--- src/rtl/atacante_automatico.sv ---
// Automatic attacker: hunt sweep plus neighbour targeting, one confirmar pulse per shot, never repeats a cell.
// Shot cadence: INTERVALO idle cycles, one cycle per evaluated candidate, then wait for verdict or TIMEOUT.
`timescale 1ns/1ps
module atacante_automatico #(
    parameter int COLUNAS   = 5,
    parameter int LINHAS    = 7,
    parameter int INTERVALO = 4,
    parameter int TIMEOUT   = 16
) (
    input  logic       clock_in,
    input  logic       reset_n,
    input  logic       enable,
    input  logic       tem_vida,
    input  logic       resp_valida,
    input  logic       resp_acerto,
    output logic [2:0] coordColuna,
    output logic [2:0] coordLinha,
    output logic       confirmar,
    output logic       ocupado,
    output logic       fim,
    output logic [5:0] tiros
);

    localparam int CELLS = COLUNAS * LINHAS;
    localparam int CMAX  = (INTERVALO > TIMEOUT) ? INTERVALO : TIMEOUT;
    localparam int CW    = $clog2(CMAX + 1);

    typedef enum logic [2:0] {
        OCIOSO, ESPERA, ESCOLHE, DISPARA, AGUARDA, FIM
    } estado_t;

    estado_t          r_estado;
    estado_t          w_prox;
    logic [CW-1:0]    r_cnt;
    logic [CELLS-1:0] r_mapa;
    logic [2:0]       r_varre_col;
    logic [2:0]       r_varre_lin;
    logic [3:0]       r_mascara;
    logic [2:0]       r_acerto_col;
    logic [2:0]       r_acerto_lin;
    logic [2:0]       r_col;
    logic [2:0]       r_lin;
    logic [5:0]       r_tiros;

    logic             w_ativo;
    logic             w_mapa_cheio;
    logic [3:0]       w_viz_um;
    logic [2:0]       w_cand_col;
    logic [2:0]       w_cand_lin;
    logic             w_cand_dentro;
    logic [5:0]       w_cand_idx;
    logic             w_cand_livre;
    logic [5:0]       w_tiro_idx;

    assign w_ativo      = enable & tem_vida;
    assign w_mapa_cheio = &r_mapa;
    assign w_tiro_idx   = {3'b000, r_col} * 6'(LINHAS) + {3'b000, r_lin};

    // Candidate for this ESCOLHE cycle: lowest pending neighbour bit (N,S,W,E) or else the sweep pointer.
    always_comb begin
        w_viz_um      = r_mascara & (~r_mascara + 4'd1);
        w_cand_col    = r_varre_col;
        w_cand_lin    = r_varre_lin;
        w_cand_dentro = 1'b1;
        if (r_mascara != 4'd0) begin
            w_cand_col = r_acerto_col;
            w_cand_lin = r_acerto_lin;
            if (w_viz_um[0]) begin
                w_cand_lin    = r_acerto_lin - 3'd1;
                w_cand_dentro = (r_acerto_lin != 3'd0);
            end else if (w_viz_um[1]) begin
                w_cand_lin    = r_acerto_lin + 3'd1;
                w_cand_dentro = (r_acerto_lin < 3'(LINHAS - 1));
            end else if (w_viz_um[2]) begin
                w_cand_col    = r_acerto_col - 3'd1;
                w_cand_dentro = (r_acerto_col != 3'd0);
            end else begin
                w_cand_col    = r_acerto_col + 3'd1;
                w_cand_dentro = (r_acerto_col < 3'(COLUNAS - 1));
            end
        end
        w_cand_idx   = w_cand_dentro ? ({3'b000, w_cand_col} * 6'(LINHAS) + {3'b000, w_cand_lin}) : 6'd0;
        w_cand_livre = w_cand_dentro && !r_mapa[w_cand_idx];
    end

    always_comb begin
        w_prox = r_estado;
        case (r_estado)
            OCIOSO:  if (w_ativo) w_prox = ESPERA;
            ESPERA:  if (r_cnt <= CW'(1)) w_prox = ESCOLHE;
            ESCOLHE: begin
                if (w_mapa_cheio)      w_prox = FIM;
                else if (w_cand_livre) w_prox = DISPARA;
            end
            DISPARA: w_prox = AGUARDA;
            AGUARDA: if (resp_valida || r_cnt <= CW'(1)) w_prox = OCIOSO;
            FIM:     w_prox = FIM;
            default: w_prox = OCIOSO;
        endcase
        if (!w_ativo && r_estado != FIM) w_prox = OCIOSO;
    end

    always_ff @(posedge clock_in or negedge reset_n) begin
        if (!reset_n) begin
            r_estado     <= OCIOSO;
            r_cnt        <= '0;
            r_mapa       <= '0;
            r_varre_col  <= 3'd0;
            r_varre_lin  <= 3'd0;
            r_mascara    <= 4'd0;
            r_acerto_col <= 3'd0;
            r_acerto_lin <= 3'd0;
            r_col        <= 3'd0;
            r_lin        <= 3'd0;
            r_tiros      <= 6'd0;
        end else begin
            r_estado <= w_prox;
            case (r_estado)
                OCIOSO: if (w_ativo) r_cnt <= CW'(INTERVALO);
                ESPERA: if (w_ativo) r_cnt <= r_cnt - CW'(1);
                // Candidate is consumed only while active so a pause never loses an unshot sweep cell.
                ESCOLHE: begin
                    if (w_ativo && !w_mapa_cheio) begin
                        if (r_mascara != 4'd0) begin
                            r_mascara <= r_mascara & ~w_viz_um;
                        end else if (r_varre_lin == 3'(LINHAS - 1)) begin
                            r_varre_lin <= 3'd0;
                            r_varre_col <= (r_varre_col == 3'(COLUNAS - 1)) ? 3'd0 : r_varre_col + 3'd1;
                        end else begin
                            r_varre_lin <= r_varre_lin + 3'd1;
                        end
                        if (w_cand_livre) begin
                            r_col <= w_cand_col;
                            r_lin <= w_cand_lin;
                        end
                    end
                end
                DISPARA: begin
                    r_mapa[w_tiro_idx] <= 1'b1;
                    if (r_tiros != 6'(CELLS)) r_tiros <= r_tiros + 6'd1;
                    r_cnt <= CW'(TIMEOUT);
                end
                AGUARDA: begin
                    r_cnt <= r_cnt - CW'(1);
                    if (w_ativo && resp_valida && resp_acerto) begin
                        r_mascara    <= 4'b1111;
                        r_acerto_col <= r_col;
                        r_acerto_lin <= r_lin;
                    end
                end
                default: ;
            endcase
        end
    end

    assign coordColuna = r_col;
    assign coordLinha  = r_lin;
    assign confirmar   = (r_estado == DISPARA);
    assign ocupado     = (r_estado == DISPARA) || (r_estado == AGUARDA);
    assign fim         = (r_estado == FIM);
    assign tiros       = r_tiros;

endmodule

--- config.mk ---
export PLATFORM = sky130hd
export DESIGN_NAME = atacante_automatico
export DESIGN_NICKNAME = d
export VERILOG_FILES = /design/src/rtl/atacante_automatico.sv
export SDC_FILE = /design/constraint.sdc
export NUM_CORES = 1
export LEC_CHECK = 0
export BUFFER_PORTS_ARGS = -buffer_cell sky130_fd_sc_hd__buf_4
export CAP_MARGIN = 20
export CORE_MARGIN = 3
export CORE_UTILIZATION = 64
export CTS_BUF_LIST = sky130_fd_sc_hd__clkbuf_2 sky130_fd_sc_hd__clkbuf_4 sky130_fd_sc_hd__clkbuf_8
export CTS_CLUSTER_DIAMETER = 150
export DETAILED_ROUTE_END_ITERATION = 8
export PLACE_DENSITY_LB_ADDON = 0.12
export REMOVE_ABC_BUFFERS = 1
export SLEW_MARGIN = 30
export SYNTH_ARGS = -nofsm -noshare
export SYNTH_HDL_FRONTEND = slang
export SYNTH_SLANG_ARGS = --single-unit
--- constraint.sdc ---
create_clock -name clock_in -period 8.6 [get_ports clock_in]
set_clock_uncertainty 0.2 [all_clocks]
set_input_delay 2.58 -clock clock_in [delete_from_list [all_inputs] [get_ports clock_in]]
set_output_delay 2.58 -clock clock_in [all_outputs]
set_load 0.03 [all_outputs]
---- Word-level counts from Yosys, hierarchy flattened ----
Index checks and enable logic that the tools add are counted.
cells by class
  add/subtract/negate cells ............... 11
  multiply operators ...................... 2
  order comparisons ....................... 6
  equal/unequal tests ..................... 18
  muxes and demuxes ....................... 32
  bitwise logic cells ..................... 7
  reduce and logical (&&, ||, !) cells .... 26
operators with widths
  kind                   number
  $mux W3                15
  $or A35 B35 Y35        1
  $reduce_and A35 Y1     1
  $pmux W5 S4            1
  $pmux W3 S6            1
  $lt A6 B7 Y1 const B   2
  $add A3 B1 Y3 const B  4
  $add A6 B3 Y6          2
  $eq A3 B3 Y1 const B   4
  $mul A3 B3 Y6 const B  2
  $mux W4                3
  $ne A3 B3 Y1 const B   4
  $reduce_and A4 Y1      3
  $mux W5                2
  $ne A2 B2 Y1 const B   5
  $reduce_and A3 Y1      3
  $and A4 B4 Y4          2
  $not A4 Y4             2
  $pmux W4 S2            1
  $reduce_bool A4 Y1     2
  $add A6 B1 Y6 const B  1
  $bmux W1 S6            1
  $demux W1 S6           1
  $eq A3 B2 Y1 const B   2
  20 further kinds       37
word-level totals
  register bits ........................... 71
  input port bits ......................... 6
  output and inout bits ................... 15
  logic and storage cells ................. 113

---- Depth between registers and ports, before layout ----
  depth after elaboration ................. 18
  gate-level depth with buffers ........... 23
  mapped depth without buffers ............ 21

---- Worst setup path after synthesis ----
No wires, ideal clock.
  path kind ............................... register -> register
  start ................................... register r_mascara[1]
  end ..................................... register r_lin[2] (netlist: coordLinha[2])
  library setup time ...................... 0.125 ns
  arrival ................................. 5.585 ns
  required time ........................... 8.275 ns
  slack ................................... 2.690 ns
  stages on the path, launching flop included .. 24
  path buffers ............................ 2
  cells stage by stage .................... dfrtp_1 > buf_2 > nor2_2 > nand2_1 > xnor2_1 > ha_1 > nor2_1 > mux2i_1 > nor3_1 > xnor2_1 > a21oi_1 > inv_1 > fa_1 > inv_1 > fa_1 > fa_1 > buf_2 > mux4_2 > mux2i_1 > o21ai_0 > a31oi_1 > a221oi_2 > nor3_4 > mux2_4
between the ends
  cells in the longest elaborated chain, start to end .. 15
RTL lines
  element                                 line  RTL
  start: declaration                      38    logic [3:0] r_mascara;
  start signal: assignment                125   r_mascara <= r_mascara & ~w_viz_um;
  $not A4 Y4                              61    w_viz_um = r_mascara & (~r_mascara + 4'd1);
  $add A4 B1 Y4                           61
  $and A4 B4 Y4                           61
  $mux W3                                 74    end else if (w_viz_um[2]) begin
  $mux W3                                 71    end else if (w_viz_um[1]) begin
  $mux W3                                 68    if (w_viz_um[0]) begin
  $mux W3 (*)                             65    if (r_mascara != 4'd0) begin
  net w_cand_col[2]                       48    logic [2:0] w_cand_col;
  $mul A3 B3 Y6 (*)                       82    w_cand_idx = w_cand_dentro ? ({3'b000, w_cand_col} * 6'(LINHAS) + {3'b000, w_cand_lin}) : 6'd0;
  $add A6 B3 Y6 (*)                       82
  $mux W6 (*)                             82
  $bmux W1 S6 (*)                         83    w_cand_livre = w_cand_dentro && !r_mapa[w_cand_idx];
  $mux W1 (implied by the code) (*)       83
  $logic_not A1 Y1 (*)                    83
  $logic_and A1 B1 Y1 (*)                 83
  $reduce_and A3 Y1 (no source line) (*)  --
  end signal: assignment                  134   r_lin <= w_cand_lin;
  end: declaration                        42    logic [2:0] r_lin;
Mark *: on every way through the listed nets, which the timed path passes. The rest lies on a longest branch. The select of a mux whose other input is x is not followed.
A chain may end at the register's enable or synchronous reset.

---- Final worst setup path ----
  start ................................... register r_mascara[0]
  end ..................................... register r_lin[0] (netlist: coordLinha[0])
Same word-level chain as after synthesis.

==> impl_metrics.env <==
export IMPL_final_period_utilization_pct=76.6
export IMPL_criticalPathCategory="flip-flop to flip-flop"
export IMPL_p_sw_uw=272
export IMPL_finalSetupViolations=0
export IMPL_yosysSeqAreaShare_pct=40.0
export IMPL_crit_top_cell="fa_1"
export IMPL_portBuffers=20
export IMPL_grt_pass1_vias=3358
export IMPL_clockBufferDepth=2
export IMPL_drive_gt1_share_pct=12.1
export IMPL_postSynthCellCount=441
export IMPL_rsz0062_at_grt="no"
export IMPL_ios=21
export IMPL_clk_pin_slew_ns=0.08
export IMPL_p_int_uw=509
export IMPL_synth_flop_cell="dfrtp_1"
export IMPL_cts_setup_buffers=0
export IMPL_final_nets=500
export IMPL_yosys_area_top_type="dfrtp_1"
export IMPL_clkLatencyLatePin_ns=0.36
export IMPL_h_tree_depth=3
export IMPL_crit_path_start_kind="flip-flop"
export IMPL_root_buffer="clkbuf_8"
export IMPL_cp_arrival_ns=6.64
export IMPL_final_util_pct=73.5
export IMPL_synth_cell_types=58
export IMPL_hpwlAfterDp_mm=7.36
export IMPL_worstSetupEndpointType="flip-flop"
export IMPL_seqPwrFrac_pct=46.5
export IMPL_numCtsBuffers=9
export IMPL_crit_path_top_delay_cell="fa_1"
export IMPL_yosys_top_cells_count="dfrtp_1, nand2_1, ha_1"
export IMPL_yosysWarnings=0
export IMPL_die_h_um=89.4
export IMPL_cellPowerDensity_nw_per_um2=163
export IMPL_drc=0
export IMPL_start_util_pct=68.1
export IMPL_diodes=0
export IMPL_synth_area_um2=4450
export IMPL_dr_total_vias=3430
export IMPL_antenna_found_initial=0
export IMPL_wl_per_cell_um=18.4
export IMPL_fmax_mhz=152
export IMPL_core_area_um2=6530
export IMPL_setup_tns_ns=0
export IMPL_tightest_slew_ns=0.873
export IMPL_drv_cap=0
export IMPL_area_growth_pct=7.96
export IMPL_synthTopCellsByArea="dfrtp_1, ha_1, o21bai_1"
export IMPL_syn_avg_cell_area_um2=10.1
export IMPL_rows=29
export IMPL_cts_sinks=71
export IMPL_dieArea_um2=7980
export IMPL_synth_most_common_cell="dfrtp_1"
export IMPL_dieWidth_um=89.4
export IMPL_hold_violations=0
export IMPL_switching_share_pct=34.8
export IMPL_cts_resized=0
export IMPL_min_period_ns=6.59
export IMPL_track_usage_pct=28.0
export IMPL_slowest_delay_ns=0.93
export IMPL_grt_start_max_net_pins=72
export IMPL_cp_required_ns=8.65
export IMPL_overflow=0
export IMPL_via_per_inst=6.36
export IMPL_gp_congestion=0.956
export IMPL_synth_seq_cells=71
export IMPL_synth_edf_count=0
export IMPL_cp_max_fo=15
export IMPL_holdCritPathClass="flip-flop to flip-flop"
export IMPL_slew_headroom_pct=41.3
export IMPL_comb_power_share_pct=22.1
export IMPL_worstPathCellList="nor2_2, nand2_1, xnor2_1, ha_1, nor2_1, mux2i_1, nor3_1, xnor2_1, a21oi_1, inv_1, fa_1, inv_1, fa_1, fa_1, mux4_2, nand2b_1, a21oi_1, a311o_1, a221oi_2, nor3_4, mux2_4"
export IMPL_drtPass1Iterations=4
export IMPL_rr_worst_depth=21
export IMPL_peakVddDrop_uv=136
export IMPL_clkPwrFrac_pct=31.4
export IMPL_cts_hold_buf=0
export IMPL_slew_viol_final=0
export IMPL_dr_first_iter_drc_count=245
export IMPL_p_leak_uw=0.00230
export IMPL_grt_pass1_wl_mm=16.6
export IMPL_outcome="finished, final reports clean"
export IMPL_cts_tree="done"
export IMPL_worstHoldPathCells=1
export IMPL_synth_top_area_share_pct=40.0
export IMPL_async_flop_share_pct=100
export IMPL_postRouteAntennaNets=0
export IMPL_wirelength_mm=9.94
==> power by group through the flow <==
stage	combinational, uW	clock, uW	sequential, uW
after floorplan	116	0	369
after global placement	165	0	368
after detailed placement	170	0	369
after CTS	171	247	363
after global routing	191	260	366
final	172	245	363
==> area by class of cell <==
class	count	area, um^2
Multi-Input combinational cell	329	2510
Sequential cell	71	1780
Fill cell	488	1730
Timing Repair Buffer	20	150
Clock buffer	9	124
Inverter	26	97.6
Tap cell	77	96.3
Clock inverter	7	48.8
==> path summary, 6_finish.rpt <==
path,endpoint,startpoint,slack (ns)
max,coordLinha[0],r_mascara[0],2.01
min,r_mapa[33],r_mapa[33],0.32
max reg2reg,coordLinha[0],r_mascara[0],2.01
min reg2reg,r_mapa[33],r_mapa[33],0.32
max in group asynchronous,tiros[4],reset_n,5.50
min in group asynchronous,r_mascara[2],reset_n,2.12
==> through the flow <==
step                hold slack (ns)  instance area (um^2)  power, uW  cells  setup WS [ns]
floorplan                     0.245                  4380        485    426           2.60
global placement              0.278                  4630        533    523           2.23
detailed placement            0.293                  4630        540    523           2.07
CTS                           0.315                  4800        781    539           1.99
global route                  0.328                  4800        816    539           1.47
finish                        0.316                  4800        781    539           2.01
==> flip-flops by register name (all words and copies together), names as in the netlist <==
| register | flops |
|---|---|
| r_varre_col | 3 |
| r_mapa | 35 |
| r_acerto_lin | 3 |
| coordLinha | 3 |
| r_acerto_col | 3 |
| r_estado | 3 |
| coordColuna | 3 |
| r_cnt | 5 |
| r_mascara | 4 |
| tiros | 6 |
| r_varre_lin | 3 |
==> logic make-up after synthesis <==
| kind of cell | count (synthesis) | synth area share [%] |
|---|---|---|
| AOI/OAI and AO/OA | 119 | 18.8 |
| xor gates and xnor gates | 18 | 3.55 |
| adders and majority gates | 38 | 12.0 |
| buffers and inverters | 41 | 3.66 |
| DFF | 71 | 40.0 |
| muxes | 21 | 6.95 |
| and+or+nand+nor | 133 | 15.1 |
==> per-layer routing <==
layer  vias to the layer above  part of all wire (%)  global-route usage (%)
li1                       1627                     -                       -
met4                         0                   3.2                    12.7
met3                        26                   5.3                    5.62
met2                       104                    48                    45.5
met1                      1673                    44                    36.3
met5                         -                     0                       0
==> worst max-delay path: cells and delay by family, from the launching register on <==
kind | cells | cell delay, ns
AO/OA/AOI/OAI | 4 | 0.78
XOR/XNOR | 2 | 0.25
adder cells (fa/ha/maj) | 4 | 2.16
buffers and inverters | 2 | 0.20
flip-flops | 1 | 0.54
multiplexers | 3 | 0.98
AND/OR/NAND/NOR | 6 | 1.38
==> layout by cell type, fill, tap and decap left out, types with 3 or more instances in the layout <==
cell,count
nor2b_1,6
clkbuf_8,9
nor3_1,9
o21bai_1,28
ha_1,29
nor2_1,24
o22ai_1,5
nand2b_1,7
buf_4,20
a21o_1,12
nand4_1,13
clkinvlp_4,4
a21oi_1,19
inv_1,26
fa_1,8
a22oi_1,3
nand2_1,41
and3_1,5
xor2_1,4
o21ai_0,24
and2_1,3
nor4_1,3
xnor2_1,14
mux4_2,6
nand3_1,10
a31oi_1,4
mux2i_1,8
mux2_2,3
o31ai_1,4
mux2_4,4
dfrtp_1,71
No activity file was read; power rests on OpenSTA's default activity.
